[config.mk]
export PLATFORM = sky130hd
export DESIGN_NAME = bsser
export DESIGN_NICKNAME = d
export VERILOG_FILES = /design/src/rtl/bsser.sv
export SDC_FILE = /design/constraint.sdc
export NUM_CORES = 1
export LEC_CHECK = 0
export CELL_PAD_IN_SITES_DETAIL_PLACEMENT = 1
export CELL_PAD_IN_SITES_GLOBAL_PLACEMENT = 1
export CORE_ASPECT_RATIO = 0.9
export CORE_MARGIN = 3
export CORE_UTILIZATION = 43
export CTS_BUF_LIST = sky130_fd_sc_hd__clkbuf_4
export CTS_CLUSTER_SIZE = 14
export DETAILED_ROUTE_END_ITERATION = 8
export PLACE_DENSITY = 0.77
export SLEW_MARGIN = 20
export SYNTH_ARGS = -nofsm -noshare
export SYNTH_HDL_FRONTEND = slang
export SYNTH_SLANG_ARGS = --single-unit
[constraint.sdc]
create_clock -name clk_i -period 1.8 [get_ports clk_i]
set_input_delay 0.45 -clock clk_i [delete_from_list [all_inputs] [get_ports clk_i]]
set_output_delay 0.45 -clock clk_i [all_outputs]
set_load 0.02 [all_outputs]
[src/rtl/bsser.sv]
// Parallel-to-bit-serial transmitter: W-bit words in over valid/ready, emitted LSB-first
// on q_o with osync_o marking bit 0. A one-word holding register lets words stream
// back to back.
// Optional feature macro: BSSER_UNDERRUN_EN adds a sticky underrun_o flag.
module bsser #(
    parameter int unsigned W = 8
) (
    input  logic         clk_i,
    input  logic         rst_ni,
    input  logic [W-1:0] din_i,
    input  logic         din_valid_i,
    output logic         din_ready_o,
    output logic         q_o,
    output logic         osync_o,
    output logic         active_o
`ifdef BSSER_UNDERRUN_EN
    ,
    output logic         underrun_o
`endif
);

    localparam int unsigned CW = (W > 1) ? $clog2(W) : 1;
    localparam logic [CW-1:0] CntLast = CW'(W - 1);

    typedef enum logic [0:0] {StIdle, StShift} state_e;

    state_e        state_q, state_d;
    logic [W-1:0]  sh_q, sh_d;
    logic [CW-1:0] cnt_q, cnt_d;
    logic [W-1:0]  hold_q, hold_d;
    logic          hold_full_q, hold_full_d;

    logic accept;
    logic load_pt;

`ifdef BSSER_UNDERRUN_EN
    logic underrun_q, underrun_d;
`endif

    assign accept  = din_valid_i & ~hold_full_q;
    assign load_pt = (state_q == StIdle) | (cnt_q == CntLast);

    // Next-state: reload the shifter at word boundaries, otherwise shift and park
    // any newly accepted word in the holding register.
    always_comb begin
        state_d     = state_q;
        sh_d        = sh_q;
        cnt_d       = cnt_q;
        hold_d      = hold_q;
        hold_full_d = hold_full_q;
`ifdef BSSER_UNDERRUN_EN
        underrun_d  = underrun_q;
`endif
        if (load_pt) begin
            if (hold_full_q) begin
                sh_d        = hold_q;
                hold_full_d = 1'b0;
                cnt_d       = '0;
                state_d     = StShift;
            end else if (accept) begin
                // Word arriving exactly at the boundary bypasses hold.
                sh_d    = din_i;
                cnt_d   = '0;
                state_d = StShift;
            end else begin
                sh_d    = '0;
                cnt_d   = '0;
                state_d = StIdle;
`ifdef BSSER_UNDERRUN_EN
                // Only a word ending with nothing behind it counts as a gap.
                if (state_q == StShift) begin
                    underrun_d = 1'b1;
                end
`endif
            end
        end else begin
            sh_d  = sh_q >> 1;
            cnt_d = cnt_q + CW'(1);
            if (accept) begin
                hold_d      = din_i;
                hold_full_d = 1'b1;
            end
        end
    end

    // State registers with asynchronous active-low reset.
    always_ff @(posedge clk_i or negedge rst_ni) begin
        if (!rst_ni) begin
            state_q     <= StIdle;
            sh_q        <= '0;
            cnt_q       <= '0;
            hold_q      <= '0;
            hold_full_q <= 1'b0;
`ifdef BSSER_UNDERRUN_EN
            underrun_q  <= 1'b0;
`endif
        end else begin
            state_q     <= state_d;
            sh_q        <= sh_d;
            cnt_q       <= cnt_d;
            hold_q      <= hold_d;
            hold_full_q <= hold_full_d;
`ifdef BSSER_UNDERRUN_EN
            underrun_q  <= underrun_d;
`endif
        end
    end

    // Outputs decoded from registers only.
    always_comb begin
        active_o    = (state_q == StShift);
        q_o         = active_o & sh_q[0];
        osync_o     = active_o & (cnt_q == '0);
        din_ready_o = ~hold_full_q;
`ifdef BSSER_UNDERRUN_EN
        underrun_o  = underrun_q;
`endif
    end

endmodule
==> run summary <==
Of the total power, the share spent switching nets is 0.338. Clock-pin slew was measured on the worst setup and hold paths at around 100 ps. The total placed instance area came out at 1190 sq um. The largest net degree at the start of global routing came out at 22. The largest driver fanout on the critical path is 3. In the final layout, the share of cells above drive strength 1 is 0.208. In this run the vertical extent of the chip is approximately 50 microns. The port buffer count came out at 14. By area the synthesized netlist is led by dfrtp_1 53%, mux2_4 12%, nand3b_1 6.1%, nor3b_1 5.3%, a31oi_1 4.4%.

The number of global-route vias before repair was 740. Setup repair after global routing left no endpoint under its margin. The global-route wire length before repair came out at 3680 microns. The worst stage delay on the critical path came out at approximately 410 ps.

The CTS tree is yes. The worst-case clock buffer depth is 2. The clock skew after layout is approximately 11 ps. The starting density of the core is 0.481. The die is 56.4 microns wide. Measured in cells, the most critical reg-to-reg path has a length of 5.

The routability congestion estimate is 0.735. The min-delay analysis places its worst path in the category reg -> reg. The final layout contains routed wiring with a total length of between 2000 and 2500 microns. After floorplanning, the core was divided into 15 placement rows. The share of the Yosys chip area taken by registers is 0.534. The synthesized netlist net count is 99. CTS built an H-tree with a depth of 1. The end point of the critical path is osync_o. The root buffer selected by CTS is clkbuf_4. The switching power is 613 uW. Dividing the final minimum period by the clock period gives 0.942. The endpoint identified for the worst register-to-register timing path is hold_q[4]$_DFFE_PN0P_. Tracing the worst setup path back leads to its startpoint at cnt_q[0]$_DFF_PN0_. The analysis attributes to cell leakage a power of 0.574 nW. The time the final worst path needs with I/O delays and setup came out at 1700 ps. The startpoint identified for the worst hold timing path is cnt_q[0]$_DFF_PN0_. The critical path goes through inv_1, ha_1, nand2_1, nor2_1, buf_2. The worst path required time came out at 1350 ps. The cell at the slowest stage of the critical path is dfrtp_1.

Counting flops and latches in the post-synthesis netlist gives 21. The layout overhead on the synthesized area is 22.7%. The worst setup path is launched from a flip-flop. Summed over all failing endpoints, the final setup total negative slack is 0 ps.

STA classifies the critical path endpoint as an output pin. The antenna diode instance count is 0. The startpoint identified for the worst register-to-register timing path is cnt_q[0]$_DFF_PN0_.

Buffers added to address setup during post-CTS repair amount to 0. The number of hold-slack violations in the final timing report is 0. The relative slew slack is 0.820. The run finished with clean final reports. The starting DRC count in detailed routing is 8. The hold buffer count at CTS came out at 0. The worst setup path is of the reg -> out kind. In the final routed layout, each cell accounts on average for between 15 and 20 microns. The total setup violations reported at the end of the flow came out at 0.

The wire-length estimate of the detail-placed layout is 1580 microns. The library cells used most frequently in the layout, excluding fill and tap cells, are 21 x dfrtp_1, 10 x nand2_1, 10 x clkdlybuf4s50_1, 9 x buf_4. The post-route DRC violation count is 0. The number of clock sinks seen by CTS came out at 21.

The via total after detailed routing came out at roughly 700. Hold is met by roughly 460 ps. The library cell occupying the most area in the post-synthesis netlist is dfrtp_1.

The mean instance size in the synthesized netlist is 11.6 sq um. The number of ports placed on the die boundary is 15. The filler cell count is 223. The count of unique library cells instantiated by Yosys came out at 16. The CTS buffer count is 3. The clock reaches the later pin of the worst-skew pair after 310 ps. The area of the placeable core is 2050 sq um. The total standard cell area after synthesis came out at 985 sq um. The die covers 2900 sq um. The reported max-cap violation count is 0. Of the post-synthesis cell area, the dominant cell type holds 0.534. The initial antenna violation count came out at 0. Using the TritonRoute via totals, the vias-per-cell ratio works out to 5.37.

The worst ir drop on vdd came out at 920 uV. Leaving out fill and tap cells, the most frequent cell in the layout is dfrtp_1. Global routing finished with a remaining overflow of 0. Power spread over the standard cell area amounts to 1500 nW/um^2.

The share of total power dissipated in sequential elements is 0.436. The total count of max-transition violations in the final report came to 0. Data arrives at the worst endpoint at 1250 ps. Synthesis produced 85 cells. Of the total power, combinational logic draws 0.442. The final cell area excluding filler cells is 1210 sq um. The multi-input combinational cell area is 407 sq um.

The total internal power came out at 1.20 mW. The final net count is between 100 and 150. The count of warnings emitted by yosys came out at 0. The post-route antenna net violation count came out at 0. The overall track demand over capacity in global routing came out at 0.175. For the pin with the worst max-slew slack, the measured transition is 271 ps.

The setup slack on the worst flop-to-flop path is between 100 and 150 ps. Summing all flip-flop and latch instances after layout gives 526 sq um. The fmax came out at 590 MHz. The number of detailed-routing iterations run before antenna repair came out at 4.

The share of total power dissipated in the clock network is 0.122.
## critical path: cells and delay by family, from the launching register on
kind	cells	cell delay [ps]
AND/OR/NAND/NOR	2	160
flip-flops	1	410
adder cells (fa/ha/maj)	1	140
buffers and inverters	2	240
## stage by stage
stage	setup WS (ps)	total power, mW	cells	util
3_3_place_gp	49.5	1.57	127	0.582
2_1_floorplan	101	1.35	85	-
5_1_grt	7.88	1.99	131	0.591
3_5_place_dp	-30.4	1.63	127	0.582
4_1_cts	59.7	1.84	131	0.591
6_report	104	1.81	131	0.591
## routing by layer
metal  vias up  GRT usage  wire (microns)
met5         -          0               0
met4         0     0.0474              24
met3         5     0.0606              86
met2        15      0.288            1030
met1       352      0.219             947
li1        331          -               -
## worst min-delay path by stage
stage	slack, ps	to	cells past startpoint
final	460	cnt_q[0]$_DFF_PN0_	1
after global routing	480	sh_q[4]$_DFF_PN0_	2
after CTS	470	sh_q[3]$_DFF_PN0_	2
after detailed placement	450	cnt_q[0]$_DFF_PN0_	1
after global placement	450	cnt_q[0]$_DFF_PN0_	1
after floorplan	150	active_o$_DFFE_PN0P_	0
## flip-flops by register name, summed over array words and instances (netlist names)
| name | flops |
|---|---|
| hold_q | 8 |
| sh_q | 8 |
| cnt_q | 3 |
| active_o | 1 |
| hold_full_q | 1 |
## cell families (layout without fill, tap and decap cells)
| logic type | count (synthesis) | count (layout) | synth area share |
|---|---|---|---|
| muxes | 8 | 8 | 0.122 |
| AOI/OAI and AO/OA | 8 | 8 | 0.0521 |
| buffers and inverters | 11 | 32 | 0.0534 |
| adders and majority gates | 3 | 3 | 0.0381 |
| DFF | 21 | 21 | 0.534 |
| and+or+nand+nor | 34 | 34 | 0.201 |
## power by group through the flow
stage	sequential [mW]	combinational [mW]	clock (mW)
finish	0.791	0.801	0.222
global route	0.814	0.912	0.267
CTS	0.793	0.815	0.237
detailed placement	0.803	0.830	0
global placement	0.789	0.784	0
floorplan	0.771	0.576	0
## cell usage after synthesis
master	count
nor3b_1	7
inv_1	5
buf_6	1
ha_1	3
nand3b_1	8
nand2b_1	1
mux2_4	8
and4bb_1	1
a21boi_0	1
dfrtp_1	21
nand2_1	10
clkbuf_1	2
a31oi_1	7
buf_2	3
nor2_1	6
and2_1	1
## what timing repair did
action,4_1_cts,5_1_grt
setup endpoints to repair,4,0
resized for setup,7,0
hold endpoints to repair,0,0
## cell type report
class | count | area share
multi-input combinational | 53 | 0.336
clock inverter | 1 | 0.00414
tap | 25 | 0.0259
clock buffer | 3 | 0.0186
sequential | 21 | 0.435
timing repair buffer | 23 | 0.165
inverter | 5 | 0.0155
No activity file was read; power rests on OpenSTA's default activity.
